## src/rtl/lu_pkg.sv

```systemverilog
// Shared definitions for the lu fetch front end: reserved instruction
// codes and the fetch sequencer state encoding.
package lu_pkg;

    localparam logic [7:0] HALT_CODE = 8'hFF;
    localparam logic [7:0] NOP_CODE  = 8'h00;

    typedef enum logic [1:0] {
        ST_IDLE,
        ST_RUN,
        ST_DRAIN,
        ST_DONE
    } fetch_state_t;

endpackage

```

## src/rtl/lu_fetch_fifo.sv

```systemverilog
// Small synchronous prefetch FIFO with push, pop and flush. Flush wins
// over a same-cycle push or pop; a push into a full FIFO is only accepted
// when a pop frees the slot in the same cycle.
module lu_fetch_fifo #(
    parameter int WIDTH = 8,
    parameter int DEPTH = 4
) (
    input  logic                     clk,
    input  logic                     rst,
    input  logic                     push,
    input  logic [WIDTH-1:0]         push_data,
    input  logic                     pop,
    input  logic                     flush,
    output logic [WIDTH-1:0]         head,
    output logic [$clog2(DEPTH):0]   count,
    output logic                     full,
    output logic                     empty
);

    localparam int AW = $clog2(DEPTH);
    localparam logic [AW:0] FULL_COUNT = (AW + 1)'(DEPTH);

    logic [WIDTH-1:0] mem [DEPTH];
    logic [AW-1:0]    wr_ptr;
    logic [AW-1:0]    rd_ptr;
    logic             do_push;
    logic             do_pop;

    assign empty   = (count == '0);
    assign full    = (count == FULL_COUNT);
    assign do_pop  = pop && !empty && !flush;
    assign do_push = push && !flush && (!full || do_pop);
    assign head    = mem[rd_ptr];

    // Pointer and occupancy bookkeeping; flush empties the queue in one cycle.
    always_ff @(posedge clk or posedge rst) begin
        if (rst) begin
            wr_ptr <= '0;
            rd_ptr <= '0;
            count  <= '0;
        end else if (flush) begin
            wr_ptr <= '0;
            rd_ptr <= '0;
            count  <= '0;
        end else begin
            if (do_push) begin
                wr_ptr <= wr_ptr + AW'(1);
            end
            if (do_pop) begin
                rd_ptr <= rd_ptr + AW'(1);
            end
            if (do_push && !do_pop) begin
                count <= count + (AW + 1)'(1);
            end else if (do_pop && !do_push) begin
                count <= count - (AW + 1)'(1);
            end
        end
    end

    // Entry storage needs no reset: empty entries are never presented.
    always_ff @(posedge clk) begin
        if (do_push) begin
            mem[wr_ptr] <= push_data;
        end
    end

endmodule

```

## src/rtl/lu_fetch_unit.sv

```systemverilog
// Instruction fetch stage for lu_processor: loadable program store, PC
// sequencer, one-deep read tracking and a prefetch FIFO feeding ICODE over
// a valid/ready handshake. Fetch stops on a HALT word or at the last
// program address, and can be redirected with a flush while running.
module lu_fetch_unit
    import lu_pkg::*;
#(
    parameter int DEPTH      = 16,
    parameter int IW         = 8,
    parameter int FIFO_DEPTH = 4
) (
    input  logic                       clk,
    input  logic                       rst,
    input  logic                       prog_we,
    input  logic [$clog2(DEPTH)-1:0]   prog_addr,
    input  logic [IW-1:0]              prog_data,
    input  logic                       start,
    input  logic                       redirect,
    input  logic [$clog2(DEPTH)-1:0]   redirect_addr,
    output logic [IW-1:0]              ICODE,
    output logic                       icode_valid,
    input  logic                       icode_ready,
    output logic [$clog2(DEPTH)-1:0]   pc,
    output logic                       busy,
    output logic                       done
);

    localparam int PW = $clog2(DEPTH);
    localparam int CW = $clog2(FIFO_DEPTH) + 1;
    localparam logic [PW-1:0] LAST_ADDR   = PW'(DEPTH - 1);
    localparam logic [CW:0]   FIFO_LIMIT  = (CW + 1)'(FIFO_DEPTH);

    fetch_state_t state;
    fetch_state_t state_next;

    logic [IW-1:0] store [DEPTH];
    logic [IW-1:0] rd_data;
    logic          inflight;
    logic          inflight_last;
    logic          issued_last;

    logic          issue;
    logic          push;
    logic          pop;
    logic          flush;
    logic          do_start;
    logic          do_redirect;
    logic          store_we;
    logic [CW:0]   occupancy;

    logic [IW-1:0] fifo_head;
    logic [CW-1:0] fifo_count;
    logic          fifo_full;
    logic          fifo_empty;

    lu_fetch_fifo #(
        .WIDTH (IW),
        .DEPTH (FIFO_DEPTH)
    ) u_fifo (
        .clk       (clk),
        .rst       (rst),
        .push      (push),
        .push_data (rd_data),
        .pop       (pop),
        .flush     (flush),
        .head      (fifo_head),
        .count     (fifo_count),
        .full      (fifo_full),
        .empty     (fifo_empty)
    );

    assign occupancy   = {1'b0, fifo_count} + {{CW{1'b0}}, inflight};
    assign icode_valid = !fifo_empty;
    assign ICODE       = icode_valid ? fifo_head : IW'(NOP_CODE);
    assign pop         = icode_valid && icode_ready;
    assign busy        = (state == ST_RUN) || (state == ST_DRAIN);
    assign done        = (state == ST_DONE);
    assign store_we    = prog_we && ((state == ST_IDLE) || (state == ST_DONE));

    // Sequencer state, PC and read tracking registers.
    always_ff @(posedge clk or posedge rst) begin
        if (rst) begin
            state         <= ST_IDLE;
            pc            <= '0;
            inflight      <= 1'b0;
            inflight_last <= 1'b0;
            issued_last   <= 1'b0;
        end else begin
            state         <= state_next;
            inflight      <= issue;
            inflight_last <= issue && (pc == LAST_ADDR);
            if (do_start) begin
                pc          <= '0;
                issued_last <= 1'b0;
            end else if (do_redirect) begin
                pc          <= redirect_addr;
                issued_last <= 1'b0;
            end else if (issue) begin
                if (pc == LAST_ADDR) begin
                    issued_last <= 1'b1;
                end else begin
                    pc <= pc + PW'(1);
                end
            end
        end
    end

    // Program store: kept across reset, synchronous write and one-cycle read.
    always_ff @(posedge clk) begin
        if (store_we) begin
            store[prog_addr] <= prog_data;
        end
        if (issue) begin
            rd_data <= store[pc];
        end
    end

    // Next-state and datapath controls; a returning word is only kept in RUN.
    always_comb begin
        state_next  = state;
        issue       = 1'b0;
        push        = 1'b0;
        flush       = 1'b0;
        do_start    = 1'b0;
        do_redirect = 1'b0;
        case (state)
            ST_IDLE, ST_DONE: begin
                if (start) begin
                    do_start   = 1'b1;
                    flush      = 1'b1;
                    state_next = ST_RUN;
                end
            end
            ST_RUN: begin
                if (redirect) begin
                    do_redirect = 1'b1;
                    flush       = 1'b1;
                end else begin
                    if (inflight) begin
                        if (rd_data == IW'(HALT_CODE)) begin
                            state_next = ST_DRAIN;
                        end else begin
                            push = 1'b1;
                            if (inflight_last) begin
                                state_next = ST_DRAIN;
                            end
                        end
                    end
                    issue = !issued_last && !fifo_full && (occupancy < FIFO_LIMIT);
                end
            end
            ST_DRAIN: begin
                if (redirect) begin
                    do_redirect = 1'b1;
                    flush       = 1'b1;
                    state_next  = ST_RUN;
                end else if (fifo_empty) begin
                    state_next = ST_DONE;
                end
            end
            default: begin
                state_next = ST_IDLE;
            end
        endcase
    end

endmodule
```

## config.mk

```make
export PLATFORM = sky130hd
export DESIGN_NAME = lu_fetch_unit
export DESIGN_NICKNAME = d
export VERILOG_FILES = /design/src/rtl/lu_pkg.sv /design/src/rtl/lu_fetch_fifo.sv /design/src/rtl/lu_fetch_unit.sv
export SDC_FILE = /design/constraint.sdc
export NUM_CORES = 1
export LEC_CHECK = 0
export CAP_MARGIN = 20
export CORE_MARGIN = 4
export CORE_UTILIZATION = 40
export CTS_CLUSTER_SIZE = 10
export DETAILED_ROUTE_END_ITERATION = 8
export GPL_TIMING_DRIVEN = 0
export PLACE_DENSITY = 0.61
export SLEW_MARGIN = 10
export SYNTH_ARGS = -nofsm -noshare
export SYNTH_HDL_FRONTEND = slang
export SYNTH_HIERARCHICAL = 1
export SYNTH_SLANG_ARGS = --single-unit
```

## constraint.sdc

```tcl
create_clock -name clk -period 5.1 [get_ports clk]
set_clock_uncertainty 0.15 [all_clocks]
set_input_delay 0.51 -clock clk [delete_from_list [all_inputs] [get_ports clk]]
set_output_delay 0.51 -clock clk [all_outputs]
set_load 0.02 [all_outputs]
```

---- Yosys cells after proc, flatten, opt, wreduce, memory -nomap -nowiden ----
Memories as Yosys holds them, arrays and structs flattened. A register that Yosys moved wholly into a read port is not among the register bits.
Cells that the tools add are included.
word-level totals
  bits in registers ....................... 16
  memories kept ........................... 2
  output and inout port bits .............. 15
  bits in writable memories ............... 160
  input bits .............................. 22
operators by class
  reduce and logical (&&, ||, !) cells .... 32
  equal/unequal tests ..................... 12
  magnitude comparators ................... 1
  add/sub/neg operators ................... 6
  multiplexer cells ....................... 39
memory list
  memory      depth  width  read ports  clocked after memory_dff  write ports  RTL line             source
  store       16     8      1           1                         1            lu_fetch_unit.sv:36  logic [IW-1:0] store [DEPTH];
  u_fifo.mem  4      8      1           0                         1            lu_fetch_fifo.sv:23  logic [WIDTH-1:0] mem [DEPTH];
operator list
  kind                   number
  $mux W2                11
  $mux W1                18
  $mux W4                4
  $logic_and A1 B1 Y1    11
  $mux W3                3
  $reduce_bool A3 Y1     3
  $eq A8 B8 Y1 const B   1
  $mux W8                1
  $logic_not A1 Y1       6
  $ne A2 B2 Y1 const B   3
  $ne A3 B3 Y1 const B   2
  $pmux W2 S3            1
  $reduce_and A5 Y1      1
  $add A2 B1 Y2 const B  2
  $add A3 B1 Y4          1
  $add A4 B1 Y4 const B  1
  $eq A2 B2 Y1 const B   2
  $eq A4 B4 Y1 const B   1
  $lt A4 B3 Y1 const B   1
  $reduce_and A2 Y1      2
  $reduce_bool A2 Y1     2
  $reduce_or A2 Y1       2
  $add A3 B1 Y3 const B  1
  $eq A3 B3 Y1 const B   1
  7 further kinds        9

---- Logic depth before layout (Yosys ltp) ----
  word-level depth ........................ 12
  gate-level depth with buffers ........... 13

---- Hierarchy ----
The synthesis kept the hierarchy.
by module, submodules not included
  module         cells each  area an instance (µm²)  instances
  lu_fetch_unit  331         5,989.5                 1
  lu_fetch_fifo  94          1,662.8                 1

---- Least setup slack after synthesis ----
OpenSTA, ideal clock, no wires.
  path kind ............................... reg-to-reg
  start ................................... reg u_fifo.count[0]
  end ..................................... reg u_fifo.count[2]
  data arrival time ....................... 2,766 ps
  stages on the path, launching flop included .. 11
  setup slack ............................. 2,052 ps
  path buffers ............................ 1
  clock period less this slack ............ 3,048 ps
  cell sequence ........................... dfrtp_1 -> nor3_1 -> clkbuf_1 -> nor2b_1 -> nor4b_2 -> nor3_1 -> fa_1 -> nor3b_1 -> o21ba_1 -> a32oi_1 -> a21oi_1
on the way
  longest elaborated chain between the ends .. 10
  elaborated cells between the ends (all ways) .. 19
RTL lines
  what                                                            RTL line                                  source
  from (decl)                                                     lu_fetch_fifo.sv:15                       output logic [$clog2(DEPTH):0] count,
  from (signal assigned)                                          lu_fetch_fifo.sv:53                       count <= count + (AW + 1)'(1);
  from (signal assigned)                                          lu_fetch_fifo.sv:55                       count <= count - (AW + 1)'(1);
  $logic_not A3 Y1 *                                              lu_fetch_fifo.sv:29                       assign empty = (count == '0);
  via fifo_empty                                                  lu_fetch_unit.sv:54                       logic fifo_empty;
  $logic_not A1 Y1 *                                              lu_fetch_unit.sv:73                       assign icode_valid = !fifo_empty;
  $logic_and A1 B1 Y1 *                                           lu_fetch_unit.sv:75                       assign pop = icode_valid && icode_ready;
  via pop                                                         lu_fetch_unit.sv:44                       logic pop;
  $logic_and A1 B1 Y1 * (2 in a row)                              lu_fetch_fifo.sv:31                       assign do_pop = pop && !empty && !flush;
  $logic_or A1 B1 Y1                                              lu_fetch_fifo.sv:32                       assign do_push = push && !flush && (!full || do_pop);
  $logic_and A1 B1 Y1                                             lu_fetch_fifo.sv:32
  $logic_and A1 B1 Y1 / $logic_not A1 Y1 (equally long branches)  lu_fetch_fifo.sv:52, lu_fetch_fifo.sv:54
  $mux W3 / $logic_and A1 B1 Y1 (equally long branches)           lu_fetch_fifo.sv:52, lu_fetch_fifo.sv:54
  $mux W3 / $reduce_bool A3 Y1 (equally long branches)            --
Mark *: on every way through the listed nets, which the timed path passes. The rest lies on a longest branch. The select of a mux whose other input is x is not followed.
A chain may end at the register's enable or synchronous reset.

---- Final worst setup path ----
  start ................................... reg state[0]
  end ..................................... reg u_fifo.count[2]
on the way
  longest elaborated chain between the ends .. 10
  elaborated cells between the ends (all ways) .. 20
RTL lines
  what                                                            RTL line                                  source
  from (decl)                                                     lu_fetch_unit.sv:33                       fetch_state_t state;
  from (signal assigned)                                          lu_fetch_unit.sv:89                       state <= state_next;
  $eq A2 B1 Y1 (tied with other cells)                            lu_fetch_unit.sv:126                      case (state)
  $reduce_or A2 Y1, on equally long branches                      --
  $pmux W1 S2 *                                                   lu_fetch_unit.sv:126
  via flush                                                       lu_fetch_unit.sv:45                       logic flush;
  $logic_not A1 Y1                                                lu_fetch_fifo.sv:31, lu_fetch_fifo.sv:32
  $logic_and A1 B1 Y1                                             lu_fetch_fifo.sv:31
  $logic_or A1 B1 Y1                                              lu_fetch_fifo.sv:32
  $logic_and A1 B1 Y1                                             lu_fetch_fifo.sv:32
  $logic_and A1 B1 Y1 / $logic_not A1 Y1 (equally long branches)  lu_fetch_fifo.sv:52, lu_fetch_fifo.sv:54
  $mux W3 / $logic_and A1 B1 Y1 (equally long branches)           lu_fetch_fifo.sv:52, lu_fetch_fifo.sv:54
  $mux W3 / $reduce_bool A3 Y1 (equally long branches)            --
Mark *: on every way through the listed nets, which the timed path passes. The rest lies on a longest branch.

==> results.py <==
metrics = {
    "floorplan": {
        "fp.dieW_um": 146,
        "num_io_pins": 37,
        "coreArea_mm2": 0.0188,
        "die_area_mm2": 0.0214,
        "die_y_um": 146,
        "rows": 50,
        "start_util_pct": 40.8,
    },
    "yosys": {
        "synth_nets": 456,
        "synth.avg_cell_area_um2": 18.0,
        "synth_async_sr_flop_share_pct": 8.70,
        "yosys_warnings": 6,
        "syn_inst": 425,
        "syn_area_mm2": 0.00765,
        "synthDistinctLibCells": 53,
        "ys.flop_type": "edfxtp_1",
        "synth-edff-count": 168,
        "synth-seq-area-share_pct": 71.2,
        "synth.ff_latch_count": 184,
    },
    "placed_design": {
        "routabilityCongestion": 0.769,
        "portBuffers": 36,
        "dp_cells": 699,
        "dp.final_hpwl_um": 10300,
    },
    "pwr": {
        "peakVddDrop_mv": 0.289,
        "power_leakage_nw": 2.98,
        "p_per_area_mw_per_mm2": 507,
    },
    "worst_setup_path": {
        "cpMaxStageDelayCell": "nor2b_1",
        "critPathMaxStageDelay_ns": 0.46,
        "critPathCaptureType": "flip-flop",
        "critPathArrivalTime_ns": 3.80,
        "cp_max_fo": 8,
        "rrSetupSlack_ns": 1.43,
        "required_ns": 5.24,
        "crit_path_start_kind": "flip-flop",
        "path_common_cell": "inv_1",
        "path_cells": "inv_1 -> ha_1 -> nor2b_1 -> a21oi_2 -> inv_1 -> clkbuf_1 -> nand2b_2 -> nor3_1 -> fa_1 -> nor3b_1 -> o21ba_1 -> a32oi_1 -> a21oi_1",
        "worst-setup-path-type": "reg -> reg",
    },
    "drt": {
        "drt.antenna.violating_nets": 0,
        "detail_route.iter0.violations": 261,
        "drc_errors": 0,
        "wire_per_inst_um": 20.4,
        "drt-pass1-iter-count": 5,
        "via_count": 3935,
        "drt-total-wl_um": 14900,
        "viasPerCell": 5.38,
    },
    "job": {
        "max_cap_violations": 0,
    },
    "sta": {
        "finalSetupViolations": 0,
        "hold_viol": 0,
        "max_slew_margin_pct": 45.2,
        "rsz0062_at_grt": "false",
        "worst_slew_pin_slew_ns": 0.816,
        "slew_viol_final": 0,
        "period_minus_slack_ns": 3.67,
        "tns_ns": 0,
        "fmax_mhz": 273,
        "finalCritPeriodShare_pct": 71.9,
    },
    "grt": {
        "grt.total_usage_pct": 14.6,
        "grt_max_degree": 20,
        "grt_first_pass_wirelength_um": 23300,
        "antenna_found_initial": 0,
        "grt_pass1_vias": 3974,
        "grt-ovfl-total": 0,
    },
    "clocking": {
        "cts_tree": "done",
        "clkTransAtPathRegs_ns": 0.07,
        "post-cts-setup-buffer-count": 0,
        "cts_resized": 0,
        "root_buffer": "clkbuf_16",
        "cts.htree.levels": 4,
        "cts.path.max_buffers": 2,
        "cts.sinks": 184,
        "clock_latency_ns": 0.43,
        "holdBufCountCts": 0,
        "cts_buffers": 17,
    },
    "layout": {
        "nets": 515,
        "drive_gt1_share_pct": 17.7,
        "stdcell_count": 731,
        "fillers": 1568,
        "area_delta_synth_final_pct": 16.4,
        "final_cell_mix": "edfxtp_1, clkdlybuf4s50_1, nor2_1",
        "antenna_cells": 0,
        "final_common_cell": "edfxtp_1",
    },
    "status": {
        "status": "completed",
    },
    "worst_hold_path": {
        "hold_class": "in -> async",
    },
}
state kept, by name (all words and copies together), names as in the netlist:
name and flops:
u_fifo/wr_ptr 2, issued_last 1, inflight 1, u_fifo/mem 32, u_fifo/rd_ptr 2, u_fifo/count 3, state 2, pc 4
inflight_last 1, rd_data 8, store 128
layer usage:
layer	GRT usage, %	share of wire [%]	up-vias
li1	-	-	1819
met1	19.2	43	2002
met2	24.0	50	102
met3	3.94	5.3	12
met4	4.00	1.3	0
met5	0	0	-
cell families (layout without fill, tap and decap cells):
| kind of cell | count (synthesis) | count (layout) | synth area share, % |
|---|---|---|---|
| buffers and inverters | 34 | 106 | 2.68 |
| AND/OR/NAND/NOR | 96 | 96 | 6.49 |
| adder cells (fa/ha/maj) | 9 | 9 | 1.57 |
| AO/OA/AOI/OAI | 49 | 49 | 5.46 |
| flip-flops | 184 | 184 | 71.2 |
| XOR/XNOR | 3 | 3 | 0.343 |
| multiplexers | 50 | 50 | 12.3 |
worst max-delay path, delay by kind of cell (launching register included):
kind	cells	cell delay, ns
buf+inv	3	0.54
flops	1	0.40
simple gates	4	1.02
compound gates	4	0.56
fa+ha+maj	2	0.86
stage by stage:
| stage | hold WS (ns) | cell area (um^2) | utilization (%) | worst slack [ns] | power (mW) |
|---|---|---|---|---|---|
| floorplan | 0.163 | 7650 | - | 2.05 | 2.85 |
| global placement | 0.331 | 8310 | 44.3 | 1.44 | 3.28 |
| detailed placement | 0.331 | 8340 | 44.4 | 1.37 | 3.31 |
| CTS | 0.218 | 8910 | 47.5 | 1.43 | 4.56 |
| global route | 0.254 | 8910 | 47.5 | 1.08 | 4.74 |
| finish | 0.222 | 8910 | 47.5 | 1.43 | 4.51 |
power by group:
part           internal, mW  switching, mW  total, mW
clock network         0.654          0.605       1.26
registers              1.82         0.0907       1.91
logic                 0.604          0.745       1.35
total                  3.07           1.44       4.51
Yosys cell counts (6+ instances only):
cell	count	area [um^2]
a21oi_1	12	60.1
inv_1	15	56.3
nand2_1	16	60.1
mux4_1	10	263
dfrtp_1	16	400
nand3_1	11	55.1
nor2_1	23	86.3
mux4_2	22	495
nor2b_1	12	75.1
and2_1	6	37.5
ha_1	8	100
edfxtp_1	168	5040
nor3_1	10	50.1
mux2i_1	16	160
buf_2	6	30.0
path summary, 6_finish.rpt:
path                                   from              end  cells past startpoint
worst max-delay path               state[0]  u_fifo/count[2]                     13
worst min-delay path                    rst  u_fifo/count[2]                      2
worst max register to register     state[0]  u_fifo/count[2]                     13
worst min register to register  issued_last      issued_last                      1
max in group asynchronous               rst         state[0]                      2
min in group clk                issued_last      issued_last                      1
layout make-up:
type / instances / area [um^2] / share of cell area [%]
inverters: 16 / 60.1 / 0.674
repair buffers: 40 / 390 / 4.38
plain buffers: 18 / 145 / 1.63
well taps: 234 / 293 / 3.29
clock buffers: 17 / 425 / 4.77
clock inverters: 15 / 149 / 1.67
flip-flops and latches: 184 / 5450 / 61.1
multi-input cells: 207 / 2000 / 22.5
(Power assumes the default switching activity.)
